--- config.mk ---
export PLATFORM = sky130hd
export DESIGN_NAME = hazard_ctrl
export DESIGN_NICKNAME = d
export VERILOG_FILES = /design/src/rtl/hazard_ctrl.sv
export SDC_FILE = /design/constraint.sdc
export NUM_CORES = 1
export LEC_CHECK = 0
export CAP_MARGIN = 15
export CORE_MARGIN = 2
export CORE_UTILIZATION = 38
export CTS_CLUSTER_DIAMETER = 60
export DETAILED_ROUTE_END_ITERATION = 10
export PLACE_DENSITY = 0.82
export SYNTH_ARGS = -nofsm -noshare
export SYNTH_HDL_FRONTEND = slang
export SYNTH_SLANG_ARGS = --single-unit
--- constraint.sdc ---
create_clock -name clk -period 2.2 [get_ports clk]
set_clock_uncertainty 0.1 [all_clocks]
set_input_delay 0.33 -clock clk [delete_from_list [all_inputs] [get_ports clk]]
set_output_delay 0.33 -clock clk [all_outputs]
set_load 0.05 [all_outputs]
--- src/rtl/hazard_ctrl.sv ---
// rtl/hazard_ctrl.sv - hazard detection and IF/ID / PC / ID/EX pipeline control
//
// Purpose: compares ID-stage source registers against the destinations held in
// ID/EX and EX/MEM and drives the IF/ID stall / stall_twice / flush inputs, the
// PC hold and the ID/EX bubble. A two-state FSM shadows the second cycle of the
// two-cycle hold that IF/ID performs after a stall_twice pulse. A saturating
// counter records cycles in which the PC was held.
//
// Ports:
//   clk, nReset                 clock, asynchronous active-low reset
//   id_rs1/id_rs2               ID source registers
//   id_use_rs1/id_use_rs2       ID instruction reads rs1/rs2
//   id_is_branch                ID instruction is a branch resolved in ID
//   idex_rd/idex_reg_write      ID/EX destination and write enable
//   idex_mem_read               ID/EX is a load
//   exmem_rd/exmem_mem_read     EX/MEM destination and load flag
//   branch_taken                taken branch/jump redirect this cycle
//   pc_stall                    hold PC
//   if_id_stall                 IF/ID single-cycle stall
//   if_id_stall_twice           IF/ID two-cycle hold request (one-cycle pulse)
//   if_id_flush                 IF/ID flush
//   id_ex_bubble                insert NOP into ID/EX
//   busy                        FSM is in HOLD
//   stall_count                 saturating count of PC-held cycles
module hazard_ctrl #(
  parameter int REG_ADDR_W = 5,
  parameter int CNT_W      = 16
) (
  input  logic                  clk,
  input  logic                  nReset,
  input  logic [REG_ADDR_W-1:0] id_rs1,
  input  logic [REG_ADDR_W-1:0] id_rs2,
  input  logic                  id_use_rs1,
  input  logic                  id_use_rs2,
  input  logic                  id_is_branch,
  input  logic [REG_ADDR_W-1:0] idex_rd,
  input  logic                  idex_reg_write,
  input  logic                  idex_mem_read,
  input  logic [REG_ADDR_W-1:0] exmem_rd,
  input  logic                  exmem_mem_read,
  input  logic                  branch_taken,
  output logic                  pc_stall,
  output logic                  if_id_stall,
  output logic                  if_id_stall_twice,
  output logic                  if_id_flush,
  output logic                  id_ex_bubble,
  output logic                  busy,
  output logic [CNT_W-1:0]      stall_count
);

  typedef enum logic {
    IDLE = 1'b0,
    HOLD = 1'b1
  } state_t;

  state_t            state_q, state_d;
  logic [CNT_W-1:0]  cnt_q, cnt_d;

  logic match_idex;
  logic match_exmem;
  logic haz_lb;
  logic haz_s1;

  // Register 0 is hard-wired to zero, so it never creates a dependency.
  always_comb begin
    match_idex  = (idex_rd != '0) &&
                  ((id_use_rs1 && (id_rs1 == idex_rd)) ||
                   (id_use_rs2 && (id_rs2 == idex_rd)));
    match_exmem = (exmem_rd != '0) &&
                  ((id_use_rs1 && (id_rs1 == exmem_rd)) ||
                   (id_use_rs2 && (id_rs2 == exmem_rd)));
  end

  // A load feeding a branch in ID needs two bubbles; every other hazard
  // needs one and is re-evaluated on the following cycle.
  always_comb begin
    haz_lb = id_is_branch && idex_mem_read && match_idex;
    haz_s1 = (idex_mem_read && match_idex && !id_is_branch) ||
             (id_is_branch && idex_reg_write && !idex_mem_read && match_idex) ||
             (id_is_branch && exmem_mem_read && match_exmem);
  end

  logic pc_stall_c, stall_c, twice_c, flush_c, bubble_c;

  always_comb begin
    pc_stall_c = 1'b0;
    stall_c    = 1'b0;
    twice_c    = 1'b0;
    flush_c    = 1'b0;
    bubble_c   = 1'b0;
    state_d    = IDLE;
    unique case (state_q)
      IDLE: begin
        if (branch_taken) begin
          flush_c  = 1'b1;
          bubble_c = 1'b1;
        end else if (haz_lb) begin
          twice_c    = 1'b1;
          pc_stall_c = 1'b1;
          bubble_c   = 1'b1;
          state_d    = HOLD;
        end else if (haz_s1) begin
          stall_c    = 1'b1;
          pc_stall_c = 1'b1;
          bubble_c   = 1'b1;
        end
      end
      HOLD: begin
        // IF/ID is holding on its own; a flush here also clears its counter.
        bubble_c = 1'b1;
        if (branch_taken) begin
          flush_c = 1'b1;
        end else begin
          pc_stall_c = 1'b1;
        end
      end
      default: begin
        state_d = IDLE;
      end
    endcase
  end

  // While reset is asserted every control output is forced low, independent
  // of whatever the pipeline inputs happen to be.
  always_comb begin
    pc_stall          = nReset & pc_stall_c;
    if_id_stall       = nReset & stall_c;
    if_id_stall_twice = nReset & twice_c;
    if_id_flush       = nReset & flush_c;
    id_ex_bubble      = nReset & bubble_c;
    busy              = nReset & (state_q == HOLD);
    stall_count       = cnt_q;
  end

  always_comb begin
    cnt_d = cnt_q;
    if (pc_stall_c && (cnt_q != {CNT_W{1'b1}})) begin
      cnt_d = cnt_q + 1'b1;
    end
  end

  always_ff @(posedge clk or negedge nReset) begin
    if (!nReset) begin
      state_q <= IDLE;
      cnt_q   <= '0;
    end else begin
      state_q <= state_d;
      cnt_q   <= cnt_d;
    end
  end

endmodule

==> results of run 1 <==
## through the flow
stage	setup TNS, ns	utilization, %	area [µm²]
2_1_floorplan	-0.0733	-	1240
3_3_place_gp	-7.68	64.1	1930
3_5_place_dp	-8.57	64.1	1930
4_1_cts	-0.229	67.7	2030
5_1_grt	-0.236	68.4	2050
6_report	-0.111	68.4	2050
## worst max-delay path, delay by kind of cell
family | cells | cell delay, ns
AND/OR/NAND/NOR | 4 | 1.11
buffers and inverters | 3 | 0.37
## cells in the mapped netlist, drive strengths merged
cell | n | share of area (%)
ha | 1 | 1.1
buf | 1 | 0.95
nand2 | 13 | 4.1
clkbuf | 1 | 0.32
dfrtp | 17 | 36
and2 | 3 | 1.6
nor4 | 8 | 4.2
inv | 2 | 0.64
a22o | 1 | 0.74
nor3b | 3 | 1.9
nor2 | 6 | 2.1
o41ai | 1 | 2.3
or3 | 1 | 0.53
a21oi | 1 | 0.42
or2 | 1 | 0.53
a221oi | 1 | 2.2
mux2 | 2 | 1.9
or4 | 1 | 0.64
o22ai | 2 | 1.1
and3 | 1 | 0.53
nand3 | 5 | 2.1
xor2 | 13 | 9.6
nor2b | 1 | 0.53
nand4 | 5 | 2.6
nor4b | 2 | 1.5
nor3 | 3 | 1.3
and4b | 1 | 0.85
xnor2 | 21 | 16
o311a | 1 | 0.85
o31a | 1 | 0.74
o21ai | 1 | 0.42
## power by group through the flow
stage | combinational (µW) | clock [µW] | sequential, µW
floorplan | 98.4 | 0 | 416
global placement | 296 | 0 | 362
detailed placement | 308 | 0 | 364
CTS | 318 | 168 | 358
global route | 343 | 183 | 361
finish | 321 | 166 | 358
## final cells by class
cell class | count | area, µm² | area share (%)
Inverter | 2 | 7.51 | 0.365
Tap cell | 33 | 41.3 | 2.01
Sequential cell | 17 | 435 | 21.2
Clock buffer | 4 | 26.3 | 1.28
Timing Repair Buffer | 70 | 653 | 31.8
Multi-Input combinational cell | 100 | 891 | 43.4
## metal layers
layer | routed length [µm] | GRT usage (%)
met5 | 0 | 0
met2 | 1930 | 40.7
met4 | 61 | 7.62
met3 | 204 | 1.95
met1 | 1390 | 21.8
## final timing paths
kind	cells past startpoint	from	slack, ns	to
worst max register to register	6	stall_count[1]	0.11	stall_count[1]
min in group clk	1	stall_count[6]	0.40	stall_count[6]
worst max-delay path	7	idex_rd[3]	-0.07	if_id_stall
worst min-delay path	2	nReset	0.38	stall_count[7]
max in group asynchronous	2	nReset	1.46	stall_count[11]
worst min register to register	1	stall_count[6]	0.40	stall_count[6]
## kinds of logic after synthesis
logic type,after synthesis
buffers and inverters,4
AOI/OAI and AO/OA,9
xor gates and xnor gates,34
muxes,2
and+or+nand+nor,54
adders and majority gates,1
DFF,17
## registers in the layout, summed over array words and instances (netlist names)
name,count
stall_count,16
state_q,1
## repair_timing
| item | 4_1_cts | 5_1_grt |
|---|---|---|
| setup buffers | 3 | 0 |
| gates resized for setup | 72 | 22 |
| pin swaps | 16 | 12 |
| setup endpoints to repair | 20 | 11 |
| gates cloned | 0 | 0 |
==> flow_summary.toml, run 1 <==
[floorplan]
die-area_um2 = 3570
ios = 51
start_util_pct = 39.3
fp.dieH_um = 59.8
coreArea_um2 = 3000
chipWidth_um = 59.8
rows = 20

[power]
internal-power_uw = 558
p_per_area_nw_per_um2 = 411
power_uw = 844
combinationalPowerShare_pct = 38.0
p_sw_uw = 286
leakage_uw = 0.000915
swShare_pct = 33.9
clkPwrFrac_pct = 19.6
peakVddDrop_mv = 0.446
seqPwrFrac_pct = 42.3

[critical_path]
path_class = "in -> out"
cp-start-kind = "input port"
cp_cell_sequence = "buf_6, or4_4, nor2_4, and4b_2, buf_6, nor3b_4, buf_12"
crit_path_end_kind = "primary output"
cp.arrival_ns = 1.84
required_ns = 1.77
cp_slowest_cell = "or4_4"
worstPathMaxFanout = 3
crit_path_frequent_cell = "buf_6"
critical-path-max-stage-delay_ns = 0.54

[global_routing]
grt_pass1_vias = 1288
grt_pass1_wl_um = 5530
track_usage_pct = 20.5
grt_max_degree = 11
gr-total-overflow = 0
antenna_found_initial = 0

[logic_synthesis]
synth_top_family_by_area = "XOR/XNOR gates"
mappedNetlistArea_um2 = 1180
yosys.area_share.simple_pct = 25.1
synth_compound_area_share_pct = 8.79
yosys_warnings = 0
ys_ff_latch = 17
avgSynthCellArea_um2 = 9.76
synth_cell_types = 33
syn-num-nets = 151
synthAdderAreaFrac_pct = 1.06
synthXorXnorAreaFrac_pct = 25.2
seq_area_frac_synth_pct = 36.0
synth_cells = 121
synth_mux_area_share_pct = 1.91

[sta]
tightest_slew_ns = 0.521
rsz0062_at_grt = "true"
fin_crit_ns = 2.27
final_max_slew_viol_count = 0
layout_setup_ws_ns = -0.0658
setup_violations = 2
hold_ws_ns = 0.379
min_period_over_period_pct = 103
finalHoldViolCount = 0
slew_headroom_pct = 65.2
timing.fmax_mhz = 441

[finish]
n_antenna_cell = 0
layout_common_cells = "clkdlybuf4s50_1, buf_4, xnor2_1"
area_delta_synth_final_pct = 73.9
final_common_cell = "clkdlybuf4s50_1"
num-nets-final = 224
fillers = 246
stdcell_count = 226
drive_gt1_share_pct = 41.5

[route]
dr.pass1.iters = 4
ant_nets = 0
wire_per_inst_um = 15.8
vias = 1212
totalWireLength_um = 3580
drc = 0
drt_iter0_markers = 36
vias_per_cell = 5.36

[cts]
insertion_delay_ns = 0.29
root_buffer = "clkbuf_4"
clkTransAtPathRegs_ns = 0.09
hold_buffers = 0
htreeDepth = 1
clkSinkCount = 17
numCtsBuffers = 3
clockBufferDepth = 2
cts_tree = "done"

[place]
dpl.hpwl_um = 2780
preCtsSetupSlack_ns = -0.466
portBuffers = 50
gp_congestion = 0.786
dp.cells = 220

[min_path]
holdCritPathClass = "in -> async"

[flow_run]
drv_cap = 0

[status]
failed_checks = "negative setup slack"
status = "complete, but fails checks"
Power figures use the tool's default switching activity.
==> run 2, diff against run 1 <==
--- a/config.mk
+++ b/config.mk
@@ -6,11 +6,12 @@
 export NUM_CORES = 1
 export LEC_CHECK = 0
 export CAP_MARGIN = 15
-export CORE_MARGIN = 2
-export CORE_UTILIZATION = 38
+export CORE_MARGIN = 1.5
+export CORE_UTILIZATION = 55
 export CTS_CLUSTER_DIAMETER = 60
 export DETAILED_ROUTE_END_ITERATION = 10
-export PLACE_DENSITY = 0.82
+export DONT_BUFFER_PORTS = 1
+export PLACE_DENSITY = 0.79
 export SYNTH_ARGS = -nofsm -noshare
 export SYNTH_HDL_FRONTEND = slang
 export SYNTH_SLANG_ARGS = --single-unit
==> run 2 against run 1 <==
Against the previous run: the run now ends clean; core utilization up 6.0 points; critical path depth is the same; clock power barely moved; first-iteration DRC count is 75% lower; setup slack better by 0.12 ns; fmax rose by 5.5%; hold slack lost 0.23 ns; cell count fell by 23%; critical endpoint is now pc_stall; largest power group unchanged.
==> flow_summary.toml, run 2 (synthesized netlist as in run 1, its figures left out) <==
[global_routing]
track_usage_pct = 24.0
antenna_found_initial = 0
grt_max_degree = 18
grt_pass1_vias = 1038
gr-total-overflow = 0
grt_pass1_wl_um = 4610

[critical_path]
cp_cell_sequence = "or4_1, nor2_2, nor2_1, a221oi_4, buf_6, nor3b_4, buf_12"
r2r-end = "stall_count[5]"
reg2reg_depth = 7
crit_path_end_kind = "primary output"
cp_slowest_cell = "or4_1"
r2r_start = "stall_count[1]"
reg2reg_slack_ns = 0.22
cp.arrival_ns = 1.72
cp-start-kind = "input port"
critical-path-max-stage-delay_ns = 0.55
required_ns = 1.77
worstPathMaxFanout = 3
path_class = "in -> out"

[route]
totalWireLength_um = 2750
drc = 0
vias_per_cell = 5.87
drt_iter0_markers = 9
wire_per_inst_um = 15.9
dr.pass1.iters = 4
vias = 1015
ant_nets = 0

[place]
gp_congestion = 0.800
place_area_um2 = 1440
dpl.hpwl_um = 2180
dp.cells = 168
preCtsSetupSlack_ns = -0.0269
portBuffers = 0

[sta]
rsz0062_at_grt = "false"
finalHoldViolCount = 0
tns_ns = 0
setup_violations = 0
min_period_over_period_pct = 97.7
layout_setup_ws_ns = 0.0517
timing.fmax_mhz = 465
slew_headroom_pct = 48.1
tightest_slew_ns = 0.776
final_max_slew_viol_count = 0
fin_crit_ns = 2.15

[power]
leakage_uw = 0.000661
p_per_area_nw_per_um2 = 491
peakVddDrop_mv = 0.569

[cts]
cts_tree = "done"
clockBufferDepth = 2
htreeDepth = 1
clkTransAtPathRegs_ns = 0.11
insertion_delay_ns = 0.29
root_buffer = "clkbuf_4"
clkSinkCount = 17
numCtsBuffers = 3

[finish]
final_common_cell = "xnor2_1"
largest_reg_flops = 16
drive_gt1_share_pct = 31.5
final_core_utilization_pct = 74.4
num-nets-final = 177
fin_area_um2 = 1490
layout_common_cells = "xnor2_1, buf_4, xor2_1"
stdcell_count = 173
n_antenna_cell = 0
area_delta_synth_final_pct = 26.2

[status]
status = "complete, no violations"

[min_path]
hp-start = "branch_taken"
holdCritPathClass = "in -> reg"
hold_path_depth = 2
hold_end = "state_q"

[floorplan]
coreArea_um2 = 2000
rows = 16
chipWidth_um = 49.3
fp.dieH_um = 49.3
ios = 51
die-area_um2 = 2430
start_util_pct = 59.0

[flow_run]
drv_cap = 0
[run 2: cell types whose count changed in the layout (fill, tap and decap cells not counted), sizes merged]
cell / previous run / this run
clkdlybuf4s50: 23 / 0
dlymetal6s2s: 1 / 0
clkbuf: 11 / 3
clkinv: 0 / 1
buf: 35 / 22
dlygate4sd2: 4 / 0
dlygate4sd3: 0 / 1
[run 2: metal layers]
metal	track usage (%)	part of all wire [%]	wire length [µm]
met5	0	0	0
met4	7.62	0.36	10
met3	3.68	4.4	121
met2	41.0	51	1410
met1	31.0	44	1210
[run 2: worst max-delay path by stage]
stage                     startpoint              to  slack (ns)
after CTS                 idex_rd[1]    id_ex_bubble      0.0009
after floorplan           idex_rd[1]     if_id_stall       -0.06
after detailed placement  idex_rd[1]  stall_count[1]       -0.03
final                     idex_rd[1]        pc_stall        0.05
after global routing      idex_rd[1]        pc_stall        0.01
after global placement    idex_rd[1]  stall_count[1]        0.01
[run 2: area by class of cell]
cell class | count | area, µm²
clock buffers | 3 | 22.5
clock inverters | 1 | 5.00
fillers | 138 | 512
inverters | 2 | 7.51
multi-input cells | 100 | 782
flip-flops and latches | 17 | 435
well taps | 27 | 33.8
repair buffers | 23 | 204
[run 2: power breakdown]
part	leakage (µW)	internal, µW	switching (µW)
Sequential	0.000217	331	17.2
Combinational	0.000426	88.6	129
Clock	0.0000177	67.5	98.8
Total	0.000661	487	245
[run 2: worst max-delay path: cells and delay by family]
family	cells	cell delay, ns
buf+inv	2	0.30
simple gates	4	0.79
compound gates	1	0.30
[run 2: per-stage QoR]
stage | hold WS (ns) | total power [µW]
floorplan | -0.0656 | 514
global placement | -0.0650 | 554
detailed placement | -0.0649 | 561
CTS | 0.134 | 734
global route | 0.143 | 767
finish | 0.145 | 732
[run 2: what timing repair did]
action                                 CTS  global route
resized for setup                        0             4
endpoints found under the hold margin   17             0
setup buffers                            0             0
hold buffers                             1             0
setup endpoints to repair                0             2
==> run 3, diff against run 2 <==
--- a/config.mk
+++ b/config.mk
@@ -7,11 +7,11 @@
 export LEC_CHECK = 0
 export CAP_MARGIN = 15
 export CORE_MARGIN = 1.5
-export CORE_UTILIZATION = 55
+export CORE_UTILIZATION = 65
 export CTS_CLUSTER_DIAMETER = 60
 export DETAILED_ROUTE_END_ITERATION = 10
 export DONT_BUFFER_PORTS = 1
-export PLACE_DENSITY = 0.79
+export PLACE_DENSITY = 0.87
 export SYNTH_ARGS = -nofsm -noshare
 export SYNTH_HDL_FRONTEND = slang
 export SYNTH_SLANG_ARGS = --single-unit
==> constraint.sdc (replaced) <==
create_clock -name clk -period 2.7 [get_ports clk]
set_clock_uncertainty 0.1 [all_clocks]
set_input_delay 0.405 -clock clk [delete_from_list [all_inputs] [get_ports clk]]
set_output_delay 0.405 -clock clk [all_outputs]
set_load 0.05 [all_outputs]
==> run 3 against run 2 <==
Against the previous run: total power shrank 22%; register-to-register slack gained 0.41 ns; hold slack gained 0.059 ns; cell count shrank 2.3%; sequential share of layout area grew 1.3 points; clock-buffer cell count is the same.
==> flow_summary.toml, run 3 (synthesized netlist as in run 1, its figures left out) <==
[sta]
min_period_over_period_pct = 86.4
finalHoldViolCount = 0
fin_crit_ns = 2.33
tns_ns = 0
rsz0062_at_grt = "false"
slew_headroom_pct = 50.1
setup_violations = 0
final_max_slew_viol_count = 0
timing.fmax_mhz = 428
layout_setup_ws_ns = 0.366
tightest_slew_ns = 0.747

[finish]
largest_reg_flops = 16
drive_gt1_share_pct = 20.8
n_antenna_cell = 0
fillers = 109
final_common_cell = "xnor2_1"
area_delta_synth_final_pct = 18.1
layout_common_cells = "xnor2_1, buf_4, dfrtp_1"
num-nets-final = 175

[cts]
clockBufferDepth = 2
clkTransAtPathRegs_ns = 0.10
htreeDepth = 1
insertion_delay_ns = 0.29
cts_tree = "done"
clkSinkCount = 17
hold_buffers = 1
numCtsBuffers = 3
cts_resized = 0
root_buffer = "clkbuf_4"
post_cts_buffers = 0

[critical_path]
cp.arrival_ns = 1.83
cp_slowest_cell = "or4_1"
critical-path-max-stage-delay_ns = 0.52
cp-start-kind = "input port"
cp.buffers_inverters = 0
cpLargestDelayFamily = "simple AND/OR/NAND/NOR gates"
crit_path_end_kind = "primary output"
crit_path_frequent_cell = "nor2_1"
cp_cell_sequence = "or4_1, nor2_1, nor2_1, a22o_1, o31a_1"
path_class = "in -> out"
required_ns = 2.19
worstPathMaxFanout = 3

[route]
wire_per_inst_um = 15.8
drc = 0
ant_nets = 0
drt_iter0_markers = 22
vias_per_cell = 6.02
totalWireLength_um = 2670
dr.pass1.iters = 4
vias = 1017

[floorplan]
rows = 15
die-area_um2 = 2080
chipWidth_um = 45.6
start_util_pct = 69.2
coreArea_um2 = 1710
ios = 51
fp.dieH_um = 45.6

[place]
gp_congestion = 0.853
preCtsSetupSlack_ns = 0.370
dpl.hpwl_um = 2160
portBuffers = 0

[global_routing]
antenna_found_initial = 0
grt_pass1_vias = 976
gr-total-overflow = 0
grt_max_degree = 18
grt_pass1_wl_um = 3930
track_usage_pct = 27.2

[power]
leakage_uw = 0.000647
p_per_area_nw_per_um2 = 412
peakVddDrop_mv = 0.450

[status]
status = "complete, no violations"

[flow_run]
drv_cap = 0

[min_path]
holdCritPathClass = "in -> reg"
## run 3: final timing paths
kind                            startpoint              end  depth (start not counted)  slack, ns
max reg2reg                 stall_count[0]   stall_count[1]                          7       0.63
max in group asynchronous           nReset  stall_count[10]                          1       1.52
min in group asynchronous           nReset  stall_count[12]                          1       0.51
max                             idex_rd[1]     id_ex_bubble                          5       0.37
min reg2reg                stall_count[10]  stall_count[10]                          2       0.54
min                           branch_taken          state_q                          2       0.20
## run 3: layout make-up
type | count | area [µm²] | area share, %
clock buffer | 3 | 22.5 | 1.61
clock inverter | 1 | 5.00 | 0.359
inverter | 2 | 7.51 | 0.538
multi-input combinational | 100 | 743 | 53.3
sequential | 17 | 425 | 30.5
tap | 25 | 31.3 | 2.24
timing repair buffer | 21 | 160 | 11.5
## run 3: worst register-to-register path, stage by stage, from the launching register on
cell,delay [ns]
dfrtp_1,0.37
ha_1,0.16
nand2_1,0.08
or2_1,0.33
o41ai_4,0.33
buf_4,0.22
nor2_2,0.06
mux2_1,0.30
## run 3: power by group
part | internal [µW] | switching (µW) | total (µW) | leakage [µW]
registers | 267 | 8.79 | 276 | 0.000230
logic | 61.0 | 102 | 163 | 0.000399
clock network | 55.2 | 80.7 | 136 | 0.0000177
## run 3: layer usage
layer | track usage [%] | vias up | routed length (µm)
li1 | - | 477 | -
met1 | 27.3 | 493 | 965
met2 | 52.1 | 40 | 1480
met3 | 5.95 | 7 | 173
met4 | 11.8 | 0 | 52
met5 | 0 | - | 0
## run 3: through the flow
step | power (µW) | hold WS [ns] | instances | utilization (%) | instance area [µm²]
final | 575 | 0.204 | 169 | 81.7 | 1400
after global routing | 597 | 0.229 | 169 | 81.7 | 1400
after CTS | 575 | 0.205 | 169 | 81.7 | 1400
after detailed placement | 438 | 0.00966 | 164 | 79.5 | 1360
after global placement | 432 | 0.00972 | 164 | 79.5 | 1360
after floorplan | 402 | 0.00941 | 121 | - | 1190
